### config.mk
export PLATFORM = sky130hd
export DESIGN_NAME = risc_v_ex_wb
export DESIGN_NICKNAME = d
export VERILOG_FILES = /design/src/rtl/risc_v_ex_wb.sv
export SDC_FILE = /design/constraint.sdc
export NUM_CORES = 1
export LEC_CHECK = 0
export CAP_MARGIN = 25
export CORE_MARGIN = 1
export CORE_UTILIZATION = 55
export DETAILED_ROUTE_END_ITERATION = 7
export PLACE_DENSITY = 0.78
export SYNTH_ARGS = -nofsm -noshare
export SYNTH_HDL_FRONTEND = slang
export SYNTH_SLANG_ARGS = --single-unit
### constraint.sdc
create_clock -name clk -period 10.47 [get_ports clk]
set_input_delay 1.5705 -clock clk [delete_from_list [all_inputs] [get_ports clk]]
set_output_delay 1.5705 -clock clk [all_outputs]
set_load 0.02 [all_outputs]
### src/rtl/risc_v_ex_wb.sv
// risc_v_ex_wb: execute and write-back back end for the two-stage RV32I front end.
// Holds the ID/EX and EX/WB registers, ALU, branch/jump resolution, operand forwarding and wrong-path flush.
module risc_v_ex_wb #(
  parameter logic FWD_EN = 1'b1
) (
  input  logic        clk,
  input  logic        reset,
  input  logic [31:0] PC_ID,
  input  logic [31:0] REG_DATA1_ID,
  input  logic [31:0] REG_DATA2_ID,
  input  logic [31:0] IMM_ID,
  input  logic [2:0]  FUNCT3_ID,
  input  logic [6:0]  FUNCT7_ID,
  input  logic [6:0]  OPCODE_ID,
  input  logic [4:0]  RD_ID,
  input  logic [4:0]  RS1_ID,
  input  logic [4:0]  RS2_ID,
  output logic        PCSrc,
  output logic [31:0] PC_Branch,
  output logic        PC_write,
  output logic        IF_ID_write,
  output logic        RegWrite_WB,
  output logic [31:0] ALU_DATA_WB,
  output logic [4:0]  RD_WB
);

  localparam logic [6:0] OP_R      = 7'b0110011;
  localparam logic [6:0] OP_I      = 7'b0010011;
  localparam logic [6:0] OP_LUI    = 7'b0110111;
  localparam logic [6:0] OP_AUIPC  = 7'b0010111;
  localparam logic [6:0] OP_JAL    = 7'b1101111;
  localparam logic [6:0] OP_JALR   = 7'b1100111;
  localparam logic [6:0] OP_BRANCH = 7'b1100011;

  function automatic logic is_supported(input logic [6:0] op);
    case (op)
      OP_R, OP_I, OP_LUI, OP_AUIPC, OP_JAL, OP_JALR, OP_BRANCH: is_supported = 1'b1;
      default:                                                 is_supported = 1'b0;
    endcase
  endfunction

  // ID/EX state
  logic        ex_valid_q, ex_valid_d;
  logic [31:0] ex_pc_q, ex_imm_q;
  logic [31:0] ex_op1_q, ex_op1_d, ex_op2_q, ex_op2_d;
  logic [2:0]  ex_funct3_q;
  logic        ex_f7b5_q;
  logic [6:0]  ex_opcode_q;
  logic [4:0]  ex_rd_q, ex_rs1_q, ex_rs2_q;
  logic        flush_cnt_q, flush_cnt_d;

  // EX/WB state
  logic        wb_we_q, wb_we_d;
  logic [4:0]  wb_rd_q, wb_rd_d;
  logic [31:0] wb_data_q, wb_data_d;
  logic [31:0] pc_branch_q, pc_branch_d;

  // EX combinational
  logic [31:0] op1_s, op2_s, alu_b_s, alu_s, result_s, target_s;
  logic [4:0]  shamt_s;
  logic        writes_s, redirect_s, taken_s;

  logic        unused_funct7_s;
  assign unused_funct7_s = ^{FUNCT7_ID[6], FUNCT7_ID[4:0]};

  // Capture-side decode, bubble insertion and register-file bypass from the WB port
  always_comb begin
    ex_valid_d  = 1'b0;
    ex_op1_d    = REG_DATA1_ID;
    ex_op2_d    = REG_DATA2_ID;
    flush_cnt_d = PCSrc;
    if (PCSrc || flush_cnt_q) begin
      ex_valid_d = 1'b0;
    end else begin
      ex_valid_d = is_supported(OPCODE_ID);
    end
    if (FWD_EN && wb_we_q && (wb_rd_q != 5'd0) && (wb_rd_q == RS1_ID)) begin
      ex_op1_d = wb_data_q;
    end else begin
      ex_op1_d = REG_DATA1_ID;
    end
    if (FWD_EN && wb_we_q && (wb_rd_q != 5'd0) && (wb_rd_q == RS2_ID)) begin
      ex_op2_d = wb_data_q;
    end else begin
      ex_op2_d = REG_DATA2_ID;
    end
  end

  // ID/EX pipeline register and flush counter
  always_ff @(posedge clk or posedge reset) begin
    if (reset) begin
      ex_valid_q  <= 1'b0;
      ex_pc_q     <= 32'd0;
      ex_imm_q    <= 32'd0;
      ex_op1_q    <= 32'd0;
      ex_op2_q    <= 32'd0;
      ex_funct3_q <= 3'd0;
      ex_f7b5_q   <= 1'b0;
      ex_opcode_q <= 7'd0;
      ex_rd_q     <= 5'd0;
      ex_rs1_q    <= 5'd0;
      ex_rs2_q    <= 5'd0;
      flush_cnt_q <= 1'b0;
    end else begin
      ex_valid_q  <= ex_valid_d;
      ex_pc_q     <= PC_ID;
      ex_imm_q    <= IMM_ID;
      ex_op1_q    <= ex_op1_d;
      ex_op2_q    <= ex_op2_d;
      ex_funct3_q <= FUNCT3_ID;
      ex_f7b5_q   <= FUNCT7_ID[5];
      ex_opcode_q <= OPCODE_ID;
      ex_rd_q     <= RD_ID;
      ex_rs1_q    <= RS1_ID;
      ex_rs2_q    <= RS2_ID;
      flush_cnt_q <= flush_cnt_d;
    end
  end

  // EX operand forwarding (older result in EX/WB beats the captured value) and ALU
  always_comb begin
    op1_s   = ex_op1_q;
    op2_s   = ex_op2_q;
    alu_b_s = 32'd0;
    shamt_s = 5'd0;
    alu_s   = 32'd0;
    if (FWD_EN && wb_we_q && (wb_rd_q != 5'd0) && (wb_rd_q == ex_rs1_q)) begin
      op1_s = wb_data_q;
    end else begin
      op1_s = ex_op1_q;
    end
    if (FWD_EN && wb_we_q && (wb_rd_q != 5'd0) && (wb_rd_q == ex_rs2_q)) begin
      op2_s = wb_data_q;
    end else begin
      op2_s = ex_op2_q;
    end
    if (ex_opcode_q == OP_R) begin
      alu_b_s = op2_s;
    end else begin
      alu_b_s = ex_imm_q;
    end
    shamt_s = alu_b_s[4:0];
    case (ex_funct3_q)
      3'b000: begin
        if ((ex_opcode_q == OP_R) && ex_f7b5_q) begin
          alu_s = op1_s - alu_b_s;
        end else begin
          alu_s = op1_s + alu_b_s;
        end
      end
      3'b001: alu_s = op1_s << shamt_s;
      3'b010: alu_s = {31'd0, ($signed(op1_s) < $signed(alu_b_s))};
      3'b011: alu_s = {31'd0, (op1_s < alu_b_s)};
      3'b100: alu_s = op1_s ^ alu_b_s;
      3'b101: begin
        if (ex_f7b5_q) begin
          alu_s = $signed(op1_s) >>> shamt_s;
        end else begin
          alu_s = op1_s >> shamt_s;
        end
      end
      3'b110: alu_s = op1_s | alu_b_s;
      3'b111: alu_s = op1_s & alu_b_s;
      default: alu_s = 32'd0;
    endcase
  end

  // Branch condition; funct3 010/011 are not branch encodings and never take
  always_comb begin
    taken_s = 1'b0;
    case (ex_funct3_q)
      3'b000:  taken_s = (op1_s == op2_s);
      3'b001:  taken_s = (op1_s != op2_s);
      3'b100:  taken_s = ($signed(op1_s) < $signed(op2_s));
      3'b101:  taken_s = ($signed(op1_s) >= $signed(op2_s));
      3'b110:  taken_s = (op1_s < op2_s);
      3'b111:  taken_s = (op1_s >= op2_s);
      default: taken_s = 1'b0;
    endcase
  end

  // Per-opcode result selection, register-write intent and redirect target
  always_comb begin
    result_s   = 32'd0;
    writes_s   = 1'b0;
    redirect_s = 1'b0;
    target_s   = ex_pc_q + ex_imm_q;
    case (ex_opcode_q)
      OP_R, OP_I: begin
        result_s = alu_s;
        writes_s = 1'b1;
      end
      OP_LUI: begin
        result_s = ex_imm_q;
        writes_s = 1'b1;
      end
      OP_AUIPC: begin
        result_s = ex_pc_q + ex_imm_q;
        writes_s = 1'b1;
      end
      OP_JAL: begin
        result_s   = ex_pc_q + 32'd4;
        writes_s   = 1'b1;
        redirect_s = 1'b1;
      end
      OP_JALR: begin
        result_s   = ex_pc_q + 32'd4;
        writes_s   = 1'b1;
        redirect_s = 1'b1;
        target_s   = (op1_s + ex_imm_q) & 32'hFFFF_FFFE;
      end
      OP_BRANCH: begin
        redirect_s = taken_s;
      end
      default: begin
        result_s   = 32'd0;
        writes_s   = 1'b0;
        redirect_s = 1'b0;
      end
    endcase
  end

  assign PCSrc       = ex_valid_q & redirect_s;
  assign PC_Branch   = PCSrc ? target_s : pc_branch_q;
  assign PC_write    = 1'b1;
  assign IF_ID_write = 1'b1;

  // EX/WB next state: rd and data only move on a real write, otherwise hold
  always_comb begin
    wb_we_d     = ex_valid_q && writes_s && (ex_rd_q != 5'd0);
    wb_rd_d     = wb_rd_q;
    wb_data_d   = wb_data_q;
    pc_branch_d = pc_branch_q;
    if (wb_we_d) begin
      wb_rd_d   = ex_rd_q;
      wb_data_d = result_s;
    end else begin
      wb_rd_d   = wb_rd_q;
      wb_data_d = wb_data_q;
    end
    if (PCSrc) begin
      pc_branch_d = target_s;
    end else begin
      pc_branch_d = pc_branch_q;
    end
  end

  // EX/WB pipeline register and last redirect target
  always_ff @(posedge clk or posedge reset) begin
    if (reset) begin
      wb_we_q     <= 1'b0;
      wb_rd_q     <= 5'd0;
      wb_data_q   <= 32'd0;
      pc_branch_q <= 32'd0;
    end else begin
      wb_we_q     <= wb_we_d;
      wb_rd_q     <= wb_rd_d;
      wb_data_q   <= wb_data_d;
      pc_branch_q <= pc_branch_d;
    end
  end

  assign RegWrite_WB = wb_we_q;
  assign RD_WB       = wb_rd_q;
  assign ALU_DATA_WB = wb_data_q;

endmodule

==> results of run 1 <==
[final cells by class]
cell class                      count  share of cell area
Clock inverter                     11            0.003611
Clock buffer                       33             0.02715
Multi-Input combinational cell   2267              0.6089
Timing Repair Buffer              276              0.1014
Tap cell                          525             0.02527
Sequential cell                   226              0.2176
Inverter                          108             0.01598
[cell families after synthesis]
| logic type | synth area share |
|---|---|
| other | 0.0001666 |
| and+or+nand+nor | 0.1538 |
| buffers and inverters | 0.04770 |
| xor gates and xnor gates | 0.05136 |
| DFF | 0.2513 |
| muxes | 0.1271 |
| AOI/OAI and AO/OA | 0.2589 |
| adders and majority gates | 0.1097 |
[cells in the mapped netlist (all sizes together), types with 53 or more instances]
library cell	n	area, um2
nor2	183	691.9
o211ai	56	439.2
mux2i	164	1645
ha	191	2390
o21ai	250	1251
inv	107	404.1
xnor2	94	823.3
clkbuf	118	442.9
dfrtp	226	5655
nor3	53	265.3
a21oi	225	1126
nand3	66	330.3
nand2	282	1059
mux2	108	1216
[power breakdown]
| part | total (W) | internal [W] | leakage, nW | switching, W |
|---|---|---|---|---|
| Combinational | 0.00107 | 0.000414 | 7.90 | 0.000651 |
| Clock | 0.000884 | 0.000498 | 0.386 | 0.000386 |
| Sequential | 0.00101 | 0.000926 | 2.78 | 0.0000795 |
[per-stage QoR]
stage	setup slack [ns]	std cells	total power (W)	utilization
after floorplan	2.708	2764	0.001652	-
after global placement	2.183	3400	0.002014	0.6294
after detailed placement	1.971	3401	0.002033	0.6295
after CTS	1.336	3445	0.002905	0.6495
after global routing	0.7416	3446	0.003055	0.6497
final	0.8893	3446	0.002955	0.6497
[per-layer routing]
| layer | vias up | wire length (um) | global-route usage |
|---|---|---|---|
| met5 | - | 12 | 0 |
| met4 | 2 | 5298 | 0.2100 |
| met3 | 378 | 11860 | 0.1237 |
| met2 | 1708 | 42350 | 0.7086 |
| met1 | 11560 | 36830 | 0.5847 |
| li1 | 10440 | - | - |
[worst max-delay path by stage]
stage | startpoint | end | slack (ns) | cells past startpoint
floorplan | reset | ALU_DATA_WB[0]$_DFFE_PP0P_ | 2.71 | 1
global placement | RD_WB[0]$_DFFE_PP0P_ | PC_Branch[30] | 2.18 | 19
detailed placement | RD_WB[0]$_DFFE_PP0P_ | PC_Branch[30] | 1.97 | 19
CTS | RD_WB[0]$_DFFE_PP0P_ | PC_Branch[30] | 1.34 | 19
global route | RD_WB[0]$_DFFE_PP0P_ | PC_Branch[30] | 0.74 | 18
finish | RD_WB[0]$_DFFE_PP0P_ | PC_Branch[30] | 0.89 | 19
[state kept, by name, summed over array words and instances, names as in the netlist, 3 cells and up]
register	flops
ex_op1_q	32
ex_pc_q	32
ALU_DATA_WB	32
pc_branch_q	32
RD_WB	5
ex_rs2_q	5
ex_funct3_q	3
ex_op2_q	32
ex_rd_q	5
ex_imm_q	32
ex_opcode_q	7
ex_rs1_q	5
[tightest hold or removal path, stage by stage, from the launching register on]
cell and delay [ns]:
sky130_fd_sc_hd__dfrtp_1 0.35, sky130_fd_sc_hd__nand2_1 0.05, sky130_fd_sc_hd__nand2_1 0.05
==> reports/summary.json, run 1 <==
{
  "avgRoutedWirePerCell": {"value": 27.96, "unit": "um"},
  "cts_made_buffers": {"value": 25},
  "drt_wl_total": {"value": 96350, "unit": "um"},
  "power.ir.vdd_worst": {"value": 0.1480, "unit": "mV"},
  "timing.hold.ws": {"value": 0.4871, "unit": "ns"},
  "crit_required": {"value": 8.90, "unit": "ns"},
  "grt_overflow": {"value": 0},
  "cp_num_buf_inv": {"value": 4},
  "cts.sinks": {"value": 226},
  "cts_max_level": {"value": 1},
  "hold_viol": {"value": 0},
  "skew": {"value": 0.01929, "unit": "ns"},
  "timing.setup.critical_path_class": {"value": "reg -> out"},
  "antenna_violating_nets_post_route": {"value": 0},
  "io-pin-count": {"value": 235},
  "layout-drive-gt1-share": {"value": 0.08422},
  "final-setup-viol-count": {"value": 0},
  "layout.cells.most_common_list": {"value": "sky130_fd_sc_hd__nand2_1, sky130_fd_sc_hd__o21ai_0, sky130_fd_sc_hd__clkdlybuf4s50_1"},
  "timing.reg2reg.worst_path_depth": {"value": 19},
  "crit_path_time_final": {"value": 9.581, "unit": "ns"},
  "timing.critical_path.cells": {"value": "xnor2_1, nand4_1, nor2_4, buf_4, mux2i_2, inv_1, ha_1, inv_1, o21bai_1, a2111oi_0, o211ai_1, a21boi_0, o21ai_0, o311a_1, a2111oi_0, a31oi_1, a221oi_1, a21o_1, clkdlybuf4s50_1"},
  "synth_flop_cell": {"value": "sky130_fd_sc_hd__dfrtp_1"},
  "detail_route.vias_per_cell": {"value": 6.990},
  "remaining_drc_errors": {"value": 0},
  "f_max": {"value": 104.4, "unit": "MHz"},
  "yosysUniqueCellTypes": {"value": 86},
  "synth_seq_cells": {"value": 226},
  "clock_latency": {"value": 0.55, "unit": "ns"},
  "synthArstFlopShare": {"value": 1.000},
  "setup_repair_after_global_routing_missed_its_margin": {"value": "no"},
  "fin_setup_tns": {"value": 0, "unit": "ns"},
  "detailedRoute.firstPassIterationCount": {"value": 6},
  "worstHoldEndpoint": {"value": "RD_WB[3]$_DFFE_PP0P_"},
  "pwr_density_cell": {"value": 113.7, "unit": "nW/um2"},
  "longest_individual_stage_delay_on_the_worst_path": {"value": 0.80, "unit": "ns"},
  "synth_enable_flop_cells": {"value": 0},
  "holdCritStartpoint": {"value": "ex_rd_q[3]$_DFF_PP0_"},
  "ff_latch_area": {"value": 5657, "unit": "um2"},
  "area_growth": {"value": 15.47, "unit": "%"},
  "fin_crit_sh": {"value": 0.9151},
  "worst_setup_hold_path_clk_slew": {"value": 0.07, "unit": "ns"},
  "grt_pass1_wl": {"value": 143900, "unit": "um"},
  "whs_path_depth": {"value": 2},
  "cts_setup_buffers": {"value": 0},
  "netlist_area": {"value": 22510, "unit": "um2"},
  "die-area": {"value": 41740, "unit": "um2"},
  "p_leak": {"value": 11.07, "unit": "nW"},
  "post_synth_inst_count": {"value": 2763},
  "nets": {"value": 3261},
  "slew-limit-headroom": {"value": 0.1894},
  "cts.repair.resized": {"value": 0},
  "routabilityCongestion": {"value": 1.106},
  "postLayoutCellArea": {"value": 25990, "unit": "um2"},
  "hold_path.class": {"value": "reg -> reg"},
  "clock_tree.buffer_depth": {"value": 3},
  "cts_hold_repair.buffers": {"value": 0},
  "regToRegStartpoint": {"value": "RD_WB[0]$_DFFE_PP0P_"},
  "routed-via-count": {"value": 24090},
  "fp.coreArea": {"value": 40010, "unit": "um2"},
  "cp-end-kind": {"value": "output pin"},
  "synth_warnings": {"value": 0},
  "buffer_ports.inserted": {"value": 226},
  "antenna_cells": {"value": 0},
  "timing.critical_path.arrival": {"value": 8.01, "unit": "ns"},
  "antenna_found_initial": {"value": 1},
  "multi_input_area": {"value": 15830, "unit": "um2"},
  "fill_cells": {"value": 3308},
  "synth_sequential_area_ratio": {"value": 0.2513},
  "floorplan.initialDensity": {"value": 0.5626},
  "crit_path_top_delay_cell": {"value": "sky130_fd_sc_hd__a2111oi_0"},
  "layout_commonest_cell": {"value": "sky130_fd_sc_hd__nand2_1"},
  "row_count": {"value": 73},
  "tritoncts": {"value": "yes"},
  "die_w": {"value": 204.3, "unit": "um"},
  "outcome": {"value": "complete, no violations"},
  "gr-usage-all-layers": {"value": 0.4550},
  "critical_path.max_fanout": {"value": 12},
  "slack_of_the_worst_reg_to_reg_path": {"value": 2.50, "unit": "ns"},
  "drv.max_cap_violation_count": {"value": 0},
  "placement.cell_area": {"value": 25190, "unit": "um2"},
  "first_iter_violations": {"value": 3596},
  "finalMaxSlewViolations": {"value": 0},
  "grt_pass1_vias": {"value": 23330},
  "mean_instance_size_in_the_synthesized_netlist": {"value": 8.146, "unit": "um2"},
  "place.detailed.hpwl": {"value": 74230, "unit": "um"},
  "worst_setup_path_start_kind": {"value": "register"},
  "timing_worst_slew_pin_value": {"value": 1.216, "unit": "ns"},
  "reg2reg_to": {"value": "ALU_DATA_WB[31]$_DFFE_PP0P_"},
  "critical-path-top-delay-family": {"value": "compound AO/OA/AOI/OAI gates"},
  "die_height": {"value": 204.3, "unit": "um"},
  "grt_start_max_net_pins": {"value": 91},
  "clk_root_buf": {"value": "sky130_fd_sc_hd__clkbuf_16"}
}
(Power assumes the default switching activity.)
==> run 2: changes to the inputs <==
CAP_MARGIN = default   (was 25)
==> reports/summary.json, run 2 (synthesis results as in run 1) <==
{
  "cts.sinks": {"value": 226, "change": "unchanged"},
  "tritoncts": {"value": "yes"},
  "skew": {"value": 0.02027, "unit": "ns", "change": "+0.0009820 ns"},
  "hold_viol": {"value": 0, "change": "unchanged"},
  "antenna_found_initial": {"value": 3, "change": "+2"},
  "layout_commonest_cell": {"value": "sky130_fd_sc_hd__nand2_1"},
  "critical_path.max_fanout": {"value": 12, "change": "unchanged"},
  "grt_pass1_wl": {"value": 143500, "unit": "um", "change": "-0.32%"},
  "cts_hold_repair.buffers": {"value": 0, "change": "unchanged"},
  "io-pin-count": {"value": 235, "change": "unchanged"},
  "timing.critical_path.arrival": {"value": 7.87, "unit": "ns", "change": "-0.14 ns"},
  "setup_repair_after_global_routing_missed_its_margin": {"value": "no"},
  "cts_max_level": {"value": 1, "change": "unchanged"},
  "remaining_drc_errors": {"value": 0, "change": "unchanged"},
  "clock_tree.buffer_depth": {"value": 3, "change": "unchanged"},
  "drt_wl_total": {"value": 96360, "unit": "um", "change": "about the same"},
  "detailedRoute.firstPassIterationCount": {"value": 8, "change": "+2"},
  "first_iter_violations": {"value": 2959, "change": "-18%"},
  "avgRoutedWirePerCell": {"value": 27.97, "unit": "um", "change": "about the same"},
  "fill_cells": {"value": 3302, "change": "-0.18%"},
  "power.combinational.fraction": {"value": 0.363, "change": "+0.002"},
  "power.ir.vdd_worst": {"value": 0.1394, "unit": "mV", "change": "-5.8%"},
  "place.detailed.hpwl": {"value": 74270, "unit": "um", "change": "about the same"},
  "die_height": {"value": 204.3, "unit": "um", "change": "unchanged"},
  "worst_setup_hold_path_clk_slew": {"value": 0.07, "unit": "ns", "change": "about the same"},
  "die-area": {"value": 41740, "unit": "um2", "change": "unchanged"},
  "row_count": {"value": 73, "change": "unchanged"},
  "fin_crit_sh": {"value": 0.9016, "change": "-0.01347"},
  "slew-limit-headroom": {"value": 0.1648, "change": "-0.02459"},
  "cts.repair.resized": {"value": 0, "change": "unchanged"},
  "timing.reg2reg.worst_path_depth": {"value": 19, "change": "unchanged"},
  "layout.cells.most_common_list": {"value": "sky130_fd_sc_hd__nand2_1, sky130_fd_sc_hd__o21ai_0, sky130_fd_sc_hd__clkdlybuf4s50_1"},
  "post_layout_nonfiller_instances": {"value": 3445, "change": "-0.029%"},
  "cts_setup_buffers": {"value": 0, "change": "unchanged"},
  "fp.coreArea": {"value": 40010, "unit": "um2", "change": "unchanged"},
  "grt_start_max_net_pins": {"value": 91, "change": "unchanged"},
  "intPower": {"value": 0.001812, "unit": "W", "change": "-1.5%"},
  "placed_cells_incl_taps": {"value": 3400, "change": "-0.029%"},
  "f_max": {"value": 105.9, "unit": "MHz", "change": "+1.5%"},
  "fin_setup_tns": {"value": 0, "unit": "ns", "change": "unchanged"},
  "nets": {"value": 3258, "change": "-0.092%"},
  "placement.cell_area": {"value": 25180, "unit": "um2", "change": "about the same"},
  "cp-end-kind": {"value": "output pin"},
  "postLayoutCellArea": {"value": 25960, "unit": "um2", "change": "-0.11%"},
  "floorplan.initialDensity": {"value": 0.5626, "change": "unchanged"},
  "timing.setup.critical_path_class": {"value": "reg -> out"},
  "layout-drive-gt1-share": {"value": 0.08291, "change": "-0.001313"},
  "routabilityCongestion": {"value": 1.106, "change": "unchanged"},
  "final_core_util": {"value": 0.6490, "change": "-0.0006880"},
  "pwr_density_cell": {"value": 112.9, "unit": "nW/um2", "change": "-0.66%"},
  "crit_path_time_final": {"value": 9.440, "unit": "ns", "change": "-0.1411 ns"},
  "whs_path_depth": {"value": 2, "change": "unchanged"},
  "switching_share": {"value": 0.3821, "change": "+0.004291"},
  "area_growth": {"value": 15.35, "unit": "%"},
  "clockPowerShare": {"value": 0.294, "change": "-0.005"},
  "clk_root_buf": {"value": "sky130_fd_sc_hd__clkbuf_16"},
  "p_leak": {"value": 11.05, "unit": "nW", "change": "-0.22%"},
  "routed-via-count": {"value": 23990, "change": "-0.42%"},
  "drv.max_cap_violation_count": {"value": 0, "change": "unchanged"},
  "buffer_ports.inserted": {"value": 226, "change": "unchanged"},
  "antenna_violating_nets_post_route": {"value": 0, "change": "unchanged"},
  "outcome": {"value": "complete, no violations"},
  "detail_route.vias_per_cell": {"value": 6.963, "change": "-0.39%"},
  "die_w": {"value": 204.3, "unit": "um", "change": "unchanged"},
  "timing_worst_slew_pin_value": {"value": 1.253, "unit": "ns", "change": "+0.03689 ns"},
  "grt_pass1_vias": {"value": 23230, "change": "-0.42%"},
  "p_total": {"value": 0.002932, "unit": "W", "change": "-0.77%"},
  "cts_made_buffers": {"value": 24, "change": "-4.0%"},
  "final-setup-viol-count": {"value": 0, "change": "unchanged"},
  "crit_required": {"value": 8.90, "unit": "ns", "change": "about the same"},
  "grt_overflow": {"value": 0, "change": "unchanged"},
  "clock_latency": {"value": 0.55, "unit": "ns", "change": "about the same"},
  "gr-usage-all-layers": {"value": 0.4535, "change": "-0.001410"},
  "power.switching": {"value": 0.001120, "unit": "W", "change": "+0.36%"},
  "worst_setup_path_start_kind": {"value": "register"},
  "finalMaxSlewViolations": {"value": 0, "change": "unchanged"},
  "share_seq_of_total_power": {"value": 0.343, "change": "+0.003"},
  "hold_path.class": {"value": "reg -> reg"}
}
## run 2: path summary, 6_finish.rpt
path	from	to	slack [ns]
worst max-delay path	RD_WB[0]$_DFFE_PP0P_	PC_Branch[30]	1.03
worst min-delay path	ex_rd_q[0]$_DFF_PP0_	RD_WB[0]$_DFFE_PP0P_	0.49
worst max register to register	RD_WB[0]$_DFFE_PP0P_	ALU_DATA_WB[31]$_DFFE_PP0P_	2.62
worst min register to register	ex_rd_q[0]$_DFF_PP0_	RD_WB[0]$_DFFE_PP0P_	0.49
max in group asynchronous	reset	ex_pc_q[21]$_DFF_PP0_	6.63
min in group asynchronous	reset	ex_imm_q[27]$_DFF_PP0_	1.53
## run 2: layer usage
layer / up-vias / GRT usage / wire (um)
met5: - / 0 / 11
met4: 2 / 0.2295 / 5701
met3: 348 / 0.1242 / 12060
met2: 1748 / 0.6985 / 41890
met1: 11440 / 0.5812 / 36690
li1: 10450 / - / -
## run 2: layout make-up
cell class              instances  area (um2)  area share
clock buffers                  34       699.4     0.02694
inverters                     108       415.4     0.01600
clock inverters                10       82.58    0.003181
flip-flops and latches        226        5657      0.2179
diodes                          1       2.502  0.00009639
multi-input cells            2267       15830      0.6096
repair buffers                274        2623      0.1010
well taps                     525       656.9     0.02530
## run 2: through the flow
stage / hold WS [ns] / worst slack, ns
3_3_place_gp: 0.4425 / 2.183
5_1_grt: 0.4972 / 0.9059
2_1_floorplan: 0.4301 / 2.708
6_report: 0.4934 / 1.030
3_5_place_dp: 0.4491 / 1.945
4_1_cts: 0.4796 / 1.351
## run 2: worst max-delay path, cell delays in order (launching register included)
cell and delay [ns]:
sky130_fd_sc_hd__dfrtp_1 0.66, sky130_fd_sc_hd__xnor2_1 0.18, sky130_fd_sc_hd__nand4_1 0.34, sky130_fd_sc_hd__nor2_4 0.60, sky130_fd_sc_hd__buf_4 0.32, sky130_fd_sc_hd__mux2i_2 0.52, sky130_fd_sc_hd__inv_1 0.34, sky130_fd_sc_hd__ha_1 0.39
sky130_fd_sc_hd__inv_1 0.12, sky130_fd_sc_hd__o21bai_1 0.13, sky130_fd_sc_hd__a2111oi_0 0.72, sky130_fd_sc_hd__o211ai_1 0.29, sky130_fd_sc_hd__a21boi_0 0.58, sky130_fd_sc_hd__o21ai_0 0.21, sky130_fd_sc_hd__o311a_1 0.22, sky130_fd_sc_hd__a2111oi_0 0.40
sky130_fd_sc_hd__a31oi_1 0.08, sky130_fd_sc_hd__a221oi_1 0.42, sky130_fd_sc_hd__a21o_1 0.15, sky130_fd_sc_hd__clkdlybuf4s50_1 0.62
## run 2: power groups by stage
stage	Clock (W)	Sequential (W)	Combinational [W]
after floorplan	0	0.00100	0.000652
after global placement	0	0.00101	0.00100
after detailed placement	0	0.00101	0.00102
after CTS	0.000856	0.000999	0.00103
after global routing	0.000893	0.00101	0.00113
final	0.000862	0.00100	0.00107
